### src/rtl/cache_pkg.sv
// Shared types and constants for the L1/L2 cache slice:
// arbiter FSM states, the packed L1 block type and the requester count.
package cache_pkg;

  localparam int NUM_REQ           = 2;
  localparam int DEF_ADDR_WIDTH    = 11;
  localparam int DEF_DATA_WIDTH    = 8;
  localparam int DEF_L1_BLOCK_SIZE = 16;
  localparam int PERF_W            = 16;

  typedef logic [DEF_L1_BLOCK_SIZE-1:0][DEF_DATA_WIDTH-1:0] l1_block_t;

  typedef enum logic [1:0] {
    IDLE,
    ISSUE,
    WAIT,
    DONE
  } arb_state_t;

  typedef enum logic {
    OP_READ,
    OP_WRITE
  } l2_op_t;

  // Saturating increment for the performance counters.
  function automatic logic [PERF_W-1:0] sat_inc(input logic [PERF_W-1:0] v);
    return (&v) ? v : v + 1'b1;
  endfunction

endpackage

### src/rtl/rr_pick2.sv
// Combinational 2-way round-robin selector: on a tie the requester that
// was not granted last wins.
module rr_pick2 (
  input  logic [1:0] req,
  input  logic       last,
  output logic       gnt_valid,
  output logic       gnt_idx
);

  always_comb begin
    // NOTE: every combinational output is assigned a default before the case,
    // so no path leaves it unassigned and no latch is inferred.
    gnt_valid = |req;
    gnt_idx   = 1'b0;
    case (req)
      2'b01:   gnt_idx = 1'b0;
      2'b10:   gnt_idx = 1'b1;
      2'b11:   gnt_idx = ~last;
      default: gnt_idx = 1'b0;
    endcase
  end

endmodule

### src/rtl/l2_port_arbiter.sv
// Shares the single L1-facing port of L2_cache between two L1 caches with
// round-robin grants. Define L2_ARB_PERF_EN to add saturating grant/conflict counters.
module l2_port_arbiter
  import cache_pkg::*;
#(
  parameter int ADDR_WIDTH    = DEF_ADDR_WIDTH,
  parameter int DATA_WIDTH    = DEF_DATA_WIDTH,
  parameter int L1_BLOCK_SIZE = DEF_L1_BLOCK_SIZE
) (
  input  logic                                                 clk,
  input  logic                                                 rst_n,
`ifdef L2_ARB_PERF_EN
  output logic [PERF_W-1:0]                                    perf_grant0,
  output logic [PERF_W-1:0]                                    perf_grant1,
  output logic [PERF_W-1:0]                                    perf_conflict,
`endif
  input  logic [NUM_REQ-1:0]                                   rq_read,
  input  logic [NUM_REQ-1:0]                                   rq_write,
  input  logic [NUM_REQ-1:0][ADDR_WIDTH-1:0]                   rq_addr,
  input  logic [NUM_REQ-1:0][L1_BLOCK_SIZE-1:0][DATA_WIDTH-1:0] rq_data_in,
  output logic [NUM_REQ-1:0][L1_BLOCK_SIZE-1:0][DATA_WIDTH-1:0] rq_data_out,
  output logic [NUM_REQ-1:0]                                   rq_hit,
  output logic [NUM_REQ-1:0]                                   rq_ready,
  output logic [ADDR_WIDTH-1:0]                                l2_cache_addr,
  output logic                                                 l2_cache_read,
  output logic                                                 l2_cache_write,
  output logic [L1_BLOCK_SIZE-1:0][DATA_WIDTH-1:0]             l2_cache_data_out,
  input  logic [L1_BLOCK_SIZE-1:0][DATA_WIDTH-1:0]             l2_cache_data_in,
  input  logic                                                 l2_cache_ready,
  input  logic                                                 l2_cache_hit
);

  typedef logic [L1_BLOCK_SIZE-1:0][DATA_WIDTH-1:0] blk_t;

  arb_state_t                state_q, state_d;
  logic                      last_q, last_d;
  logic                      gnt_q, gnt_d;
  l2_op_t                    op_q, op_d;
  logic [ADDR_WIDTH-1:0]     addr_q, addr_d;
  blk_t                      wdata_q, wdata_d;
  logic [NUM_REQ-1:0][L1_BLOCK_SIZE-1:0][DATA_WIDTH-1:0] rdata_q, rdata_d;
  logic [NUM_REQ-1:0]        hit_q, hit_d;

  logic [NUM_REQ-1:0]        req_active;
  logic                      pick_valid;
  logic                      pick_idx;

  assign req_active = rq_read | rq_write;

  rr_pick2 u_pick (
    .req       (req_active),
    .last      (last_q),
    .gnt_valid (pick_valid),
    .gnt_idx   (pick_idx)
  );

  always_comb begin
    state_d = state_q;
    last_d  = last_q;
    gnt_d   = gnt_q;
    op_d    = op_q;
    addr_d  = addr_q;
    wdata_d = wdata_q;
    rdata_d = rdata_q;
    hit_d   = hit_q;
    unique case (state_q)
      IDLE: begin
        if (pick_valid) begin
          gnt_d   = pick_idx;
          // A request with both read and write set is a write-back.
          op_d    = rq_write[pick_idx] ? OP_WRITE : OP_READ;
          addr_d  = rq_addr[pick_idx];
          wdata_d = rq_data_in[pick_idx];
          state_d = ISSUE;
        end
      end
      ISSUE: state_d = WAIT;
      WAIT: begin
        if (l2_cache_ready) begin
          rdata_d[gnt_q] = l2_cache_data_in;
          hit_d[gnt_q]   = l2_cache_hit;
          state_d        = DONE;
        end
      end
      DONE: begin
        last_d  = gnt_q;
        state_d = IDLE;
      end
      default: state_d = IDLE;
    endcase
  end

  // NOTE: the block-wide data registers are reset as well, because the
  // returned-block outputs must read zero straight out of reset.
  always_ff @(posedge clk or negedge rst_n) begin
    if (!rst_n) begin
      state_q <= IDLE;
      last_q  <= 1'b1;
      gnt_q   <= 1'b0;
      op_q    <= OP_READ;
      addr_q  <= '0;
      wdata_q <= '0;
      rdata_q <= '0;
      hit_q   <= '0;
    end else begin
      // NOTE: state registers use non-blocking assignments so every flop
      // samples the pre-edge value of its inputs.
      state_q <= state_d;
      last_q  <= last_d;
      gnt_q   <= gnt_d;
      op_q    <= op_d;
      addr_q  <= addr_d;
      wdata_q <= wdata_d;
      rdata_q <= rdata_d;
      hit_q   <= hit_d;
    end
  end

  // Strobes decode straight from state so an asynchronous reset drops them at once.
  assign l2_cache_read     = (state_q == ISSUE) && (op_q == OP_READ);
  assign l2_cache_write    = (state_q == ISSUE) && (op_q == OP_WRITE);
  assign l2_cache_addr     = addr_q;
  assign l2_cache_data_out = wdata_q;
  assign rq_data_out       = rdata_q;
  assign rq_hit            = hit_q;

  always_comb begin
    rq_ready = '0;
    if (state_q == DONE) rq_ready[gnt_q] = 1'b1;
  end

`ifdef L2_ARB_PERF_EN
  logic              grant_fire;
  logic [PERF_W-1:0] grant0_q, grant1_q, conflict_q;

  assign grant_fire = (state_q == IDLE) && pick_valid;

  always_ff @(posedge clk or negedge rst_n) begin
    if (!rst_n) begin
      grant0_q   <= '0;
      grant1_q   <= '0;
      conflict_q <= '0;
    end else begin
      if (grant_fire && !pick_idx) grant0_q <= sat_inc(grant0_q);
      if (grant_fire && pick_idx)  grant1_q <= sat_inc(grant1_q);
      if (grant_fire && (&req_active)) conflict_q <= sat_inc(conflict_q);
    end
  end

  assign perf_grant0   = grant0_q;
  assign perf_grant1   = grant1_q;
  assign perf_conflict = conflict_q;
`endif

endmodule

### config.mk
export PLATFORM = sky130hd
export DESIGN_NAME = l2_port_arbiter
export DESIGN_NICKNAME = d
export VERILOG_FILES = /design/src/rtl/cache_pkg.sv /design/src/rtl/rr_pick2.sv /design/src/rtl/l2_port_arbiter.sv
export SDC_FILE = /design/constraint.sdc
export NUM_CORES = 1
export LEC_CHECK = 0
export ABC_AREA = 1
export BUFFER_PORTS_ARGS = -buffer_cell sky130_fd_sc_hd__buf_2
export CORE_AREA = 2 2 314 316
export CTS_CLUSTER_DIAMETER = 40
export DETAILED_ROUTE_END_ITERATION = 6
export DIE_AREA = 0 0 316 318
export GPL_ROUTABILITY_DRIVEN = 1
export PLACE_DENSITY = 0.39
export REMOVE_ABC_BUFFERS = 1
export SLEW_MARGIN = 20
export SYNTH_ARGS = -nofsm -noshare
export SYNTH_HDL_FRONTEND = slang
export SYNTH_SLANG_ARGS = --single-unit
### constraint.sdc
create_clock -name clk -period 1.9 [get_ports clk]
set_input_delay 0.38 -clock clk [delete_from_list [all_inputs] [get_ports clk]]
set_output_delay 0.38 -clock clk [all_outputs]
set_load 0.1 [all_outputs]
==> Word level (Yosys, flattened, before mapping) <==
Cells that the tools add are included.
{ "word_totals": {"reg_bits": 402, "latchBits": 0, "mem_bits_rw": 0, "rom_bits": 0, "in_bits": 414, "word_cells": 93, "mem_count": 0} }
{ "classes": {"add_sub_neg": 0, "multipliers": 0, "n_div": 0, "order_cmp": 3, "eq_ne": 7, "shift": 0, "mux": 18, "bitwise": 3, "reduce_logical": 8} }
{ "op_table": {"columns": ["operator", "count"], "rows": [
  ["2-to-1 mux 128 bit", 3],
  ["bitwise mux 256 bit", 1],
  ["demux 128 bit (select 1 bit)", 1],
  ["2-to-1 mux 11 bit", 2],
  ["equality test 2 bit (second input constant)", 4],
  ["case mux 2 bit (4 select lines)", 1],
  ["2-to-1 mux 2 bit", 3],
  ["AND reduction 2 bit", 3],
  ["less-than comparator 1 x 2 -> 1 bit (second input constant)", 2],
  ["2-to-1 mux 1 bit", 4],
  ["inequality test 2 bit (second input constant)", 2],
  ["logical AND 1 bit", 3],
  ["bitwise mux 2 bit", 1],
  ["equality test 2 x 1 -> 1 bit (second input constant)", 1],
  ["logical NOT 2 bit", 1],
  ["NOT 1 bit", 2],
  ["bitwise OR 2 bit", 1],
  ["case mux 1 bit (2 select lines)", 1],
  ["OR reduction 2 bit", 1],
  ["demux 1 bit (select 1 bit)", 1],
  [">= comparator 1 bit (second input constant)", 1]
]} }

==> Logic depth before layout (Yosys ltp) <==
{ "logic_depth": {"ltp_word": 6, "ltp_mapped": 8, "ltp_nobuf": 6} }

==> Cells and area by module <==
A second synthesis with hierarchy kept.
{ "hier_totals": {"cells_unflattened": 2206, "hier_area_um2": 17644.4} }
{ "modules_own_cells": {"columns": ["module", "instances", "cells_per_inst", "area_each_um2", "seq_area_each_um2"], "rows": [
  ["l2_port_arbiter", 1, 2203, 17629.4, 10060.9],
  ["rr_pick2", 1, 3, 15.0, 0.0]
]} }

==> Worst setup path before layout <==
OpenSTA, ideal clock, no wires.
{ "synth_timing": {"kind": "register to output", "start": "reg state_q[1]", "end": "out l2_cache_read", "arrival_ps": 1930, "required_ps": 1520, "path_slack_ps": -410, "path_stages_with_launch": 5, "path_buffers": 0, "cell_sequence": "dfrtp_1 -> inv_1 -> ha_1 -> inv_1 -> nor2_1"} }
{ "synth_between": {"elab_chain_cells": 2} }
{ "synth_rtl": {"columns": ["element", "line", "source"], "rows": [
  ["from (decl)", "l2_port_arbiter.sv:35", "arb_state_t state_q, state_d;"],
  ["from (signal assigned)", "l2_port_arbiter.sv:108", "state_q <= state_d;"],
  ["equality test 2 x 1 -> 1 bit", "l2_port_arbiter.sv:120", "assign l2_cache_read = (state_q == ISSUE) && (op_q == OP_READ);"],
  ["logical AND 1 bit", "l2_port_arbiter.sv:120", null],
  ["to (decl)", "l2_port_arbiter.sv:25", "output logic l2_cache_read,"]
]} }
Every way passes these cells.

==> Final worst setup path <==
{ "layout_timing": {"start": "reg state_q[0]", "end": "out rq_ready[1]"} }
{ "layout_between": {"elab_chain_cells": 2} }
{ "layout_rtl": {"columns": ["element", "line", "source"], "rows": [
  ["equality test 2 bit", "l2_port_arbiter.sv:129", "if (state_q == DONE) rq_ready[gnt_q] = 1'b1;"],
  ["2-to-1 mux 2 bit", "l2_port_arbiter.sv:129", null],
  ["to (decl)", "l2_port_arbiter.sv:23", "output logic [NUM_REQ-1:0] rq_ready,"]
]} }
Every way passes these cells.

==> results.yml <==
placement:
  gp_congestion: 0.820
  dpl.hpwl_um: 59200
  port_buffers: 814
  dp.cells: 4247
cts:
  cts_root_buf: "clkbuf_16"
  clk_path_buf_depth: 3
  htree_levels: 3
  tritoncts: "done"
  clkTransAtPathRegs_ps: 50
  clkSinkCount: 402
  cts_made_buffers: 82
  clk_latency_ps: 630
sta:
  setup_viol: 4
  min_period_ps: 1960
  slew_headroom_pct: 63.5
  post-route-period-util_pct: 103
  timing.fmax_mhz: 510
  tightest_slew_ps: 552
  worst_slack_ps: -61.8
  hold_viol_final: 0
  rsz0062_at_grt: "true"
  skew_ps: 22.5
  drv_slew: 0
job:
  cap_viol_max_count: 0
drt:
  totalWireLength_um: 77500
  drc_errors: 0
  first_iter_violations: 956
  drt_first_pass_iters: 7
  final_antenna_net_count: 0
  via_per_inst: 3.91
  vias: 17829
  wl_per_cell_um: 17.0
global_route:
  grt_pass1_wl_um: 114000
  grt_antenna_before_repair: 23
  grt_max_degree: 67
  globalRouteOverflowTotal: 0
  grtUsageTotal_pct: 15.0
  grt_pass1_vias: 18396
outcome:
  status: "finished, violations left"
  violations: "negative setup slack"
floorplanning:
  core_area_sq_mm: 0.0974
  initial_core_util_pct: 18.1
  row_count: 115
  die-area_sq_mm: 0.100
  die_height_um: 318
  ios: 815
  dieWidth_um: 316
setup_path:
  start_kind: "flip-flop"
  criticalPathCategory: "reg2out"
  worstSetupEndpointType: "output pin"
  crit_fanout: 3
  critical_path_required_ps: 1520
  crit_arrival_ps: 1580
synth:
  synth_seq_cells: 402
  synth_warnings: 0
  synthCells: 2197
  synth.top_cell.area_share_pct: 56.9
  synth_area_sq_mm: 0.0176
  synth.avg_cell_area_sq_um: 8.03
  yosys.area.top_type: "dfrtp_1"
  synthTopCellsByArea: "dfrtp_1 57%, nand2_1 15%, inv_1 8.8%, nand3_1 8.0%, o21ai_0 7.3%"
  yosys-top-cells-count: "688 x nand2_1, 415 x inv_1, 401 x dfrtp_1, 282 x nand3_1, 259 x o21ai_0"
  yosysUniqueCellTypes: 19
  synthArstFlopShare_pct: 100
  synth_top_flop_cell: "dfrtp_1"
  synth_edf_count: 0
  yosysSeqAreaShare_pct: 57.0
  yosysMostFrequentCell: "nand2_1"
layout:
  finalNonFillerCells: 4556
  areaGrowthSynthToFinish_pct: 61.2
  drive_gt1_share_pct: 32.4
  fin_nets: 3614
min_path:
  min_path_type: "in2reg"
-- routing by layer --
| metal | wire length (um) | GRT usage (%) | up-vias |
|---|---|---|---|
| met3 | 6600 | 4.92 | 128 |
| met2 | 36300 | 25.0 | 685 |
| met4 | 2240 | 5.78 | 24 |
| met1 | 32200 | 17.8 | 8251 |
| li1 | - | - | 8741 |
| met5 | 154 | 0 | - |
-- placed cells by master, fill, tap and decap left out, types with 2 or more instances in the layout --
cell type,Yosys,routed
ha_4,0,2
diode_2,0,8
dfrtp_1,401,400
clkinv_4,0,3
clkinv_2,0,12
nand2_1,688,687
inv_16,0,2
bufinv_16,0,9
inv_1,415,410
buf_4,2,95
clkinvlp_4,0,8
inv_6,0,4
ha_2,0,2
buf_2,73,761
nor2_4,0,2
o21ai_0,259,259
clkbuf_16,0,84
buf_12,0,33
nand2_8,0,2
clkbuf_4,0,4
clkinv_8,0,3
dlygate4sd3_1,0,146
inv_2,2,5
buf_16,0,2
nand3_1,282,281
clkbuf_8,0,12
nor2_1,6,4
clkbuf_1,50,14
buf_6,0,2
-- metrics by stage --
step | setup TNS [ps] | cell area (sq um) | utilization (%) | worst slack, ps | hold slack [ps]
2_1_floorplan | -1470090 | 17000 | - | -3770 | 84.4
3_3_place_gp | 0 | 23800 | 24.5 | 76.3 | 298
3_5_place_dp | 0 | 23800 | 24.5 | 61.9 | 294
4_1_cts | -645 | 28300 | 29.1 | -168 | 1.30
5_1_grt | -669 | 28400 | 29.2 | -160 | 38.5
6_report | -221 | 28400 | 29.2 | -61.8 | 63.7
-- layout make-up --
type	instances	area [sq um]
Clock inverter	41	562
Clock buffer	109	2290
Fill cell	10671	69000
Inverter	417	1580
Sequential cell	402	10100
Tap cell	1287	1610
Timing Repair Buffer	1045	6790
Antenna cell	8	20.0
Multi-Input combinational cell	1247	5520
-- worst max-delay path, cell delays in order, from the launching register on --
cell	delay (ps)
dfrtp_2	400
ha_2	200
nand2_1	70
inv_2	100
buf_12	170
-- what timing repair did --
action,in CTS,in global routing
setup buffers,3,1
hold endpoints to repair,492,0
endpoints found under the setup margin,48,162
hold buffers,146,0
cloned,0,1
gates resized for setup,55,15
pin swaps,2,2
-- path summary, 6_finish.rpt --
check	startpoint	endpoint	slack [ps]	cells after the start
setup / recovery	state_q[0]	rq_ready[1]	-60	4
hold / removal	l2_cache_data_in[61]	rq_data_out[189]	60	3
setup reg to reg	state_q[0]	l2_cache_data_out[116]	100	8
hold reg to reg	l2_cache_data_out[45]	l2_cache_data_out[45]	470	2
max in group asynchronous	rst_n	rq_data_out[155]	860	4
min in group asynchronous	rst_n	rq_data_out[112]	230	2
-- kinds of logic after synthesis --
group / count (synthesis) / synth area share [%]
AOI/OAI and AO/OA: 262 / 7.46
adders and majority gates: 5 / 0.355
buffers and inverters: 548 / 12.2
DFF: 402 / 57.0
and+or+nand+nor: 980 / 22.9
-- registers in the layout, summed over array words and instances (netlist names) --
signal / cells
gnt_q: 1
last_q: 1
state_q: 2
l2_cache_addr: 11
l2_cache_data_out: 128
rq_hit: 2
rq_data_out: 256
op_q: 1
Power is not shown: default switching activity piles up to over one toggle a cycle in this logic, so the estimate is an artifact.
